`config.mk`:
```
export PLATFORM = sky130hd
export DESIGN_NAME = fetch_pc_sel
export DESIGN_NICKNAME = d
export VERILOG_FILES = /design/src/rtl/fetch_pc_sel.sv
export SDC_FILE = /design/constraint.sdc
export NUM_CORES = 1
export LEC_CHECK = 0
export BUFFER_PORTS_ARGS = -buffer_cell sky130_fd_sc_hd__buf_2
export CORE_AREA = 3 3 152 154
export CTS_CLUSTER_SIZE = 10
export DETAILED_ROUTE_END_ITERATION = 10
export DIE_AREA = 0 0 155 157
export PLACE_DENSITY = 0.57
export SLEW_MARGIN = 10
export SYNTH_ARGS = -nofsm -noshare
export SYNTH_HDL_FRONTEND = slang
export SYNTH_SLANG_ARGS = --single-unit
```
`constraint.sdc`:
```
create_clock -name clk -period 4.8 [get_ports clk]
set_input_delay 0.72 -clock clk [delete_from_list [all_inputs] [get_ports clk]]
set_output_delay 0.72 -clock clk [all_outputs]
set_load 0.01 [all_outputs]
```
`src/rtl/fetch_pc_sel.sv`:
```
// Fetch-stage PC select and F-register with next-PC prediction.
// Optional return-address stack is enabled by defining FETCH_RAS_EN.
module fetch_pc_sel #(
  parameter int RAS_DEPTH = 8
) (
  input  logic        clk,
  input  logic        rst_n,
  input  logic        f_stall,
  input  logic [3:0]  icode_f,
  input  logic [63:0] valc_f,
  input  logic [63:0] valp_f,
  input  logic [3:0]  m_icode,
  input  logic        m_cnd,
  input  logic [63:0] m_vala,
  input  logic        w_ret_redirect,
  input  logic [63:0] w_valm,
  output logic [63:0] pc_f,
  output logic [63:0] pc_predicted_f,
  output logic        ret_predicted
);

  localparam logic [3:0] IJXX  = 4'd7;
  localparam logic [3:0] ICALL = 4'd8;
  localparam logic [3:0] IRET  = 4'd9;

  if (RAS_DEPTH < 2 || (RAS_DEPTH & (RAS_DEPTH - 1)) != 0) begin : g_depth_chk
    $error("fetch_pc_sel: RAS_DEPTH must be a power of two >= 2");
  end

  logic        ras_hit;
  logic [63:0] ras_top_val;
  logic [63:0] next_pred;

`ifdef FETCH_RAS_EN
  localparam int PW = $clog2(RAS_DEPTH);
  localparam int CW = $clog2(RAS_DEPTH + 1);

  logic [63:0]   ras_mem [RAS_DEPTH];
  logic [PW-1:0] top_r;
  logic [CW-1:0] count_r;
  logic [PW-1:0] top_prev;
  logic          push;
  logic          pop;

  // top_r points at the next free slot; the live top entry sits just below it
  assign top_prev    = top_r - PW'(1);
  assign ras_hit     = (icode_f == IRET) && (count_r != {CW{1'b0}});
  assign ras_top_val = ras_mem[top_prev];
  assign push        = !f_stall && (icode_f == ICALL);
  assign pop         = !f_stall && ras_hit;

  always_ff @(posedge clk or negedge rst_n) begin
    if (!rst_n) begin
      top_r   <= {PW{1'b0}};
      count_r <= {CW{1'b0}};
    end else if (push) begin
      top_r <= top_r + PW'(1);
      if (count_r != CW'(RAS_DEPTH)) begin
        count_r <= count_r + CW'(1);
      end
    end else if (pop) begin
      top_r   <= top_prev;
      count_r <= count_r - CW'(1);
    end
  end

  // Entries need no reset: they are only read while count_r covers them
  always_ff @(posedge clk) begin
    if (push) begin
      ras_mem[top_r] <= valp_f;
    end
  end
`else
  assign ras_hit     = 1'b0;
  assign ras_top_val = 64'd0;
`endif

  assign ret_predicted = ras_hit;

  always_comb begin
    if (m_icode == IJXX && !m_cnd) begin
      pc_f = m_vala;
    end else if (w_ret_redirect) begin
      pc_f = w_valm;
    end else begin
      pc_f = pc_predicted_f;
    end
  end

  always_comb begin
    next_pred = valp_f;
    case (icode_f)
      IJXX, ICALL: next_pred = valc_f;
      IRET: begin
        if (ras_hit) begin
          next_pred = ras_top_val;
        end else begin
          next_pred = valp_f;
        end
      end
      default: next_pred = valp_f;
    endcase
  end

  always_ff @(posedge clk or negedge rst_n) begin
    if (!rst_n) begin
      pc_predicted_f <= 64'd0;
    end else if (!f_stall) begin
      pc_predicted_f <= next_pred;
    end
  end

endmodule
```
# Word level (Yosys, flattened, before mapping)
# Cells that the tools add are included.
# totals
elab_cells,10
reg_bits,64
input_bits,269
out_inout_bits,129
# op_classes
n_eq_ne,3
n_reduce_logical,3
n_mux,3
# op_table
op,n
$mux W64,3
$eq A4 B3 Y1 const B,2
$eq A4 B4 Y1 const B,1
$reduce_or A2 Y1,1
$logic_and A1 B1 Y1,1
$logic_not A1 Y1,1

# Logic depth before layout (Yosys ltp)
# Gate-level depths: netlist of run 1.
# depth
word_depth,3
ltp_mapped,5

# Least setup slack after synthesis of run 1
# Ideal clock, no wire load.
# synth_path
kind,input to output
startpoint,input port w_ret_redirect
endpoint,output port pc_f[10]
path_stages,4
path_slack_ns,2.193
t_arrival_ns,1.887
cell_sequence,buf_2 buf_1 mux2_2 mux2_2
# synth_between
elab_chain_len,2
# synth_rtl
item,line_no,text
start: declaration,15,"input logic w_ret_redirect,"
$mux W64,83,end else if (w_ret_redirect) begin
$mux W64,81,if (m_icode == IJXX && !m_cnd) begin
end: declaration,17,"output logic [63:0] pc_f,"
# Every way passes these cells.

# Worst setup path after layout of run 1
# layout_path
startpoint,input port m_cnd
endpoint,output port pc_f[63]
# layout_between
elab_chain_len,3
# layout_rtl
item,line_no,text
start: declaration,13,"input logic m_cnd,"
$logic_not A1 Y1,81,
$logic_and A1 B1 Y1,81,
$mux W64,81,
# Every way passes these cells.

==> metrics.md, run 1 <==
| Metric | Value |
|---|---|
| Status | completed |
| Metal2 WL | 10.14 mm |
| Starting Density | 24.70% |
| PostCTS Resize Cnt | 0 |
| Hold crit path type | in2async |
| Crit end category | primary output |
| Vias per cell | 4.735 |
| Antenna Diode Count | 0 |
| Critical-path cell list | buf_2 -> nor4bb_1 -> nand2_4 -> mux2_2 -> buf_2 |
| ANT nets after route | 0 |
| Peak supply drop | 0.1252 mV |
| DR pass1 iterations | 4 |
| Hold_buf cts | 0 |
| Slowest-stage cell, CP | nand2_4 |
| Core area | 0.02182 sq mm |
| Layout cells sized above 1 | 69.51% |
| Final setup vio count | 0 |
| Nets | 1133 |
| Arr. time, crit path | 2.56 ns |
| Post-Syn Area | 0.005391 sq mm |
| Num Clock Sinks | 64 |
| Max reg flops | 64 |
| Yosys reg bits | 64 |
| H-tree levels | 3 |
| Crit Path Category | in2out |
| Synthesis Warnings | 0 |
| Area contributors post-synth | dfrtp_1 (30%), mux2_2 (27%), o311ai_2 (17%), nand4b_1 (11%), nand2_1 (4.5%) |
| Number of I/O pins | 398 |
| Root Driver | clkbuf_16 |
| Total gr overflow | 0 |
| Max-cap violation count | 0 |
| Slew HR | 38.65% |
| Max-slew violation count | 0 |
| Worst-Margin Slew | 0.9203 ns |
| RSZ-0062 raised after global routing | no |
| Max FO, Critical Path | 64 |
| Clock slew at reported path FFs | 0.06 ns |
| P_leak | 3.902 nW |
| Drt drc | 0 |
| Crit path buffers/inverters | 2 |
| TritonCTS Buffers | 9 |
| Clk_skew | 0 ns |
| Leading cell type by number of instances after synthesis | mux2_2 |
| Detailed placement HPWL | 15.48 mm |
| Clock tree buffer depth | 2 |
| DIE AREA | 0.02434 sq mm |
| Setup_tns | 0 ns |
| Die H | 157 um |
| Die Width | 155 um |
| First-pass GRT wire length | 29.93 mm |
| Clk_lat worst skew | 0.34 ns |
| 1st-iter DRT viols | 150 |
| CTS tree | done |
| Area leader, netlist | dfrtp_1 |
| Syn-to-layout area delta | 44.86% |
| Synth top area share | 29.71% |
| Count of different cell masters after synthesis | 17 |
| Worst path max stage delay | 0.58 ns |
| Met3 wire length | 1.661 mm |
| Post-synth top cells | mux2_2 (128), nand2_1 (65), nand4b_1 (65) |
| WL final | 20.59 mm |
| WL/cell | 17.92 um |
| PwrDens | 247.3 mW/mm^2 |
| Ys async rst share | 100.0% |
| Post-DP Area | 0.007527 sq mm |
| Std cell rows | 54 |
| Syn Nets | 779 |
| Register area share after synthesis | 29.71% |
| CP Launch Type | input pin |
| Minimum clock period | 3.282 ns |
| CP dominant cell by count | buf_2 |
| Final Cycle Share | 68.37% |
| Req. time, crit path | 4.08 ns |
| Setup bufs post-CTS | 0 |
| EDFF count, synth | 0 |
| Delay-heaviest family, CP | simple AND/OR/NAND/NOR gates |
| Initial antenna violation count | 0 |
| Biggest register | pc_predicted_f |
| Top Registers | pc_predicted_f: 64 flops |
| Syn Area/Cell | 10.57 sq um |
| Main flop type after synthesis | dfrtp_1 |
| Largest net degree at the start of global routing | 103 |
| WL met1 | 8.415 mm |
| Fmax achieved | 304.7 MHz |
| Final hold viol count | 0 |
| PortBufs | 396 |
| Via Count | 5440 |
| Vias in the first global route | 5327 |
| GR Util All Layers | 15.63% |
| Fin area | 0.007810 sq mm |
| Post-synthesis cell count | 510 |
| Top routing layer used | met4 |
| Routability cong. | 0.7556 |
worst paths after layout:
kind | startpoint | endpoint | slack (ns) | cells after the start
hold reg to reg | pc_predicted_f[43] | pc_predicted_f[43] | 0.53 | 2
hold / removal | rst_n | pc_predicted_f[11] | 0.49 | 1
setup reg to reg | pc_predicted_f[54] | pc_predicted_f[54] | 3.99 | 2
min in group clk | pc_predicted_f[43] | pc_predicted_f[43] | 0.53 | 2
setup / recovery | m_cnd | pc_f[63] | 1.52 | 5
max in group asynchronous | rst_n | pc_predicted_f[38] | 3.72 | 1
worst reg2reg max path, cell delays in order, from the launching register on:
cell      delay (ns)
dfrtp_1         0.44
nand2_1         0.08
o311ai_0        0.13
placed cells by master (no fill, tap or decap), drive strengths merged:
cell type  count
and2           1
buf          399
clkbuf        10
clkinv         4
clkinvlp       1
conb           1
dfrtp         64
inv           65
mux2         128
nand2         65
nand4b        65
nor4bb         1
o311ai        64
or4b           1
report_power, final:
part           internal (W)  leakage, nW  switching (W)  total (W)
Clock              0.000365        0.139       0.000265   0.000630
Combinational      0.000341         2.98       0.000305   0.000646
Sequential         0.000601        0.782      0.0000545   0.000656
routing by layer:
metal  track usage (%)  up-vias
li1                  -     2591
met1             19.03     2567
met2             27.07      262
met3             3.877       20
met4             5.214        0
met5                 0        -
metrics by stage:
stage	worst slack (ns)	total power, W	util, %	hold WS, ns	instances
2_1_floorplan	2.193	0.001019	-	0.4244	510
3_3_place_gp	1.546	0.001312	34.49	0.5081	1133
3_5_place_dp	1.517	0.001321	34.49	0.5163	1133
4_1_cts	1.516	0.001976	35.79	0.5254	1149
5_1_grt	1.376	0.002056	35.79	0.5541	1149
6_report	1.518	0.001931	35.79	0.4937	1149
kinds of logic after synthesis:
group / synth area share, %
other: 0.06955
buffers and inverters: 9.445
and+or+nand+nor: 15.57
AOI/OAI and AO/OA: 18.47
DFF: 29.71
muxes: 26.73
cell type report:
type                    count  area [sq um]
clock buffers              10         239.0
repair buffers            399          2041
inverters                  64         240.2
clock inverters             6         43.79
multi-input cells         326          3294
flip-flops and latches     64          1602
well taps                 280         350.3
fillers                  2247         14010
(Power assumes the default switching activity.)
==> inputs of run 2 (changes only) <==
- CORE_AREA: 3 3 152 154 -> 3 3 155 157
- DIE_AREA: 0 0 155 157 -> 0 0 158 160
- clock period: 4.8 -> 2.75 ns (I/O delays scaled with it)
==> metrics.md, run 2 (synthesis results as in run 1) <==
| Metric | Value |
|---|---|
| Peak supply drop | 0.2469 mV (was 0.1252 mV) |
| Drt drc | 0 (unchanged) |
| Fmax achieved | 449.8 MHz |
| Post-DP Area | 0.007634 sq mm (was 0.007527 sq mm) |
| Req. time, crit path | 2.34 ns (was 4.08 ns) |
| Detailed placement HPWL | 15.40 mm (was 15.48 mm) |
| Total gr overflow | 0 (unchanged) |
| Crit Path Category | in2out (unchanged) |
| Top Registers | pc_predicted_f: 64 flops (unchanged) |
| Starting Density | 23.81% (was 24.70%) |
| Internal Power | 0.002472 W (was 0.001307 W) |
| RR Startpoint | pc_predicted_f[54] (unchanged) |
| Max reg flops | 64 (unchanged) |
| 1st-iter DRT viols | 174 (was 150) |
| Die H | 160 um (was 157 um) |
| Setup_tns | 0 ns (unchanged) |
| PortBufs | 396 (unchanged) |
| GR Util All Layers | 15.10% (was 15.63%) |
| PostCTS Resize Cnt | 0 (unchanged) |
| Final hold viol count | 0 (unchanged) |
| Nets | 1143 (was 1133) |
| First-pass GRT wire length | 30.17 mm (was 29.93 mm) |
| Clk_lat worst skew | 0.33 ns (was 0.34 ns) |
| NetSw | 0.001086 W (was 0.0006242 W) |
| Vias per cell | 4.689 (was 4.735) |
| Layout filler cell count | 2334 (was 2247) |
| CP endpoint | pc_f[26] (was pc_f[63]) |
| Worst reg2reg setup slack | 1.92 ns (was 3.99 ns) |
| Arr. time, crit path | 1.81 ns (was 2.56 ns) |
| Setup bufs post-CTS | 0 (unchanged) |
| Largest net degree at the start of global routing | 78 (was 103) |
| CP Launch Type | input pin (unchanged) |
| Root Driver | clkbuf_16 (unchanged) |
| Layout cells sized above 1 | 69.74% (was 69.51%) |
| Sequential power share | 32.2% (was 33.9%) |
| Worst-Margin Slew | 0.9069 ns (was 0.9203 ns) |
| Minimum clock period | 2.223 ns |
| Clk pwr share | 35.8% (was 32.6%) |
| Clock slew at reported path FFs | 0.06 ns (about the same) |
| Final hold slack | 0.2077 ns (was 0.4937 ns) |
| R2R cell count | 2 (unchanged) |
| PwrDens | 447.2 mW/mm^2 (was 247.3 mW/mm^2) |
| H-tree levels | 3 (unchanged) |
| Biggest register | pc_predicted_f (unchanged) |
| P_leak | 3.971 nW (was 3.902 nW) |
| Clk_skew | 0 ns (unchanged) |
| Die Width | 158 um (was 155 um) |
| Hold_buf cts | 0 (unchanged) |
| Hold crit path type | in2async (unchanged) |
| Critical path origin | m_icode[3] (was m_cnd) |
| Core area | 0.02264 sq mm (was 0.02182 sq mm) |
| Initial antenna violation count | 0 (unchanged) |
| Max FO, Critical Path | 64 (unchanged) |
| Status | completed (unchanged) |
| TritonCTS Buffers | 9 (unchanged) |
| Pwr Total | 0.003558 W (was 0.001931 W) |
| Antenna Diode Count | 0 (unchanged) |
| Via Count | 5458 (was 5440) |
| Std cell rows | 55 (was 54) |
| Crit end category | primary output (unchanged) |
| Final setup vio count | 0 (unchanged) |
| Fin area | 0.007956 sq mm (was 0.007810 sq mm) |
| Max-slew violation count | 0 (unchanged) |
| Max-cap violation count | 0 (unchanged) |
| RSZ-0062 raised after global routing | no (unchanged) |
| Clock tree buffer depth | 2 (unchanged) |
| Sw Ratio | 30.52% (was 32.32%) |
| Final Cycle Share | 80.84% |
| Vias in the first global route | 5477 (was 5327) |
| Worst r2r dst | pc_predicted_f[54] (unchanged) |
| Syn-to-layout area delta | 47.57% (was 44.86%) |
| Commonest cells after routing, fill and taps aside | buf_2 (393), mux2_2 (128), nand4b_1 (65) (unchanged) |
| Num Clock Sinks | 64 (unchanged) |
| DIE AREA | 0.02528 sq mm (was 0.02434 sq mm) |
| Slew HR | 39.54% (was 38.65%) |
| CTS tree | done (unchanged) |
| ANT nets after route | 0 (unchanged) |
| DR pass1 iterations | 4 (unchanged) |
| Combinational Power Share | 32.0% (was 33.4%) |
| Commonest non-fill, non-tap cell in the layout | buf_2 (unchanged) |
| WL final | 20.38 mm (was 20.59 mm) |
| Number of I/O pins | 398 (unchanged) |
| WL/cell | 17.51 um (was 17.92 um) |
| Routability cong. | 0.8010 (was 0.7556) |
-- run 2: cell count changes in the layout (fill, tap and decap cells not counted), sizes merged --
cell,delta
buf,+10
clkinv,-3
bufinv,+2
clkbuf,+1
clkinvlp,+1
inv,-1
-- run 2: routing by layer --
layer / global-route usage, % / part of all wire, % / up-vias
li1: - / - / 2610
met1: 17.87 / 41 / 2556
met2: 26.84 / 50 / 265
met3: 4.119 / 8.0 / 27
met4: 3.794 / 1.8 / 0
met5: 0 / 0 / -
-- run 2: worst max-delay path, stage by stage --
cell      delay [ns]
buf_2           0.12
nor4bb_1        0.45
nand2_4         0.09
buf_12          0.23
mux2_2          0.34
buf_2           0.15
-- run 2: final cells by class --
cell class                      count  area (sq um)  share of cell area (%)
Inverter                           64         240.2                   3.019
Clock inverter                      5         80.08                   1.006
Sequential cell                    64          1602                   20.13
Tap cell                          285         356.6                   4.482
Timing Repair Buffer              409          2141                   26.91
Multi-Input combinational cell    326          3294                   41.41
Clock buffer                       11         242.7                   3.051
-- run 2: worst min path at each step --
| stage | from | endpoint | slack [ns] | depth (start not counted) |
|---|---|---|---|---|
| 3_3_place_gp | pc_predicted_f[53] | pc_predicted_f[53] | 0.51 | 2 |
| 6_report | rst_n | pc_predicted_f[5] | 0.21 | 1 |
| 5_1_grt | rst_n | pc_predicted_f[5] | 0.27 | 1 |
| 4_1_cts | rst_n | pc_predicted_f[5] | 0.24 | 1 |
| 3_5_place_dp | pc_predicted_f[53] | pc_predicted_f[53] | 0.51 | 2 |
| 2_1_floorplan | rst_n | pc_predicted_f[0] | 0.12 | 0 |
-- run 2: stage by stage --
step / setup slack, ns / cells / utilization, %
after global placement: 0.5374 / 1148 / 33.72
final: 0.5269 / 1164 / 35.14
after detailed placement: 0.5265 / 1148 / 33.72
after global routing: 0.4275 / 1164 / 35.14
after CTS: 0.5263 / 1164 / 35.14
after floorplan: 0.7584 / 510 / -
-- run 2: power groups by stage --
stage | Clock (W) | Sequential, W | Combinational [W]
global route | 0.00136 | 0.00116 | 0.00125
floorplan | 0 | 0.00119 | 0.000593
finish | 0.00127 | 0.00115 | 0.00114
detailed placement | 0 | 0.00116 | 0.00115
global placement | 0 | 0.00116 | 0.00114
CTS | 0.00133 | 0.00115 | 0.00116
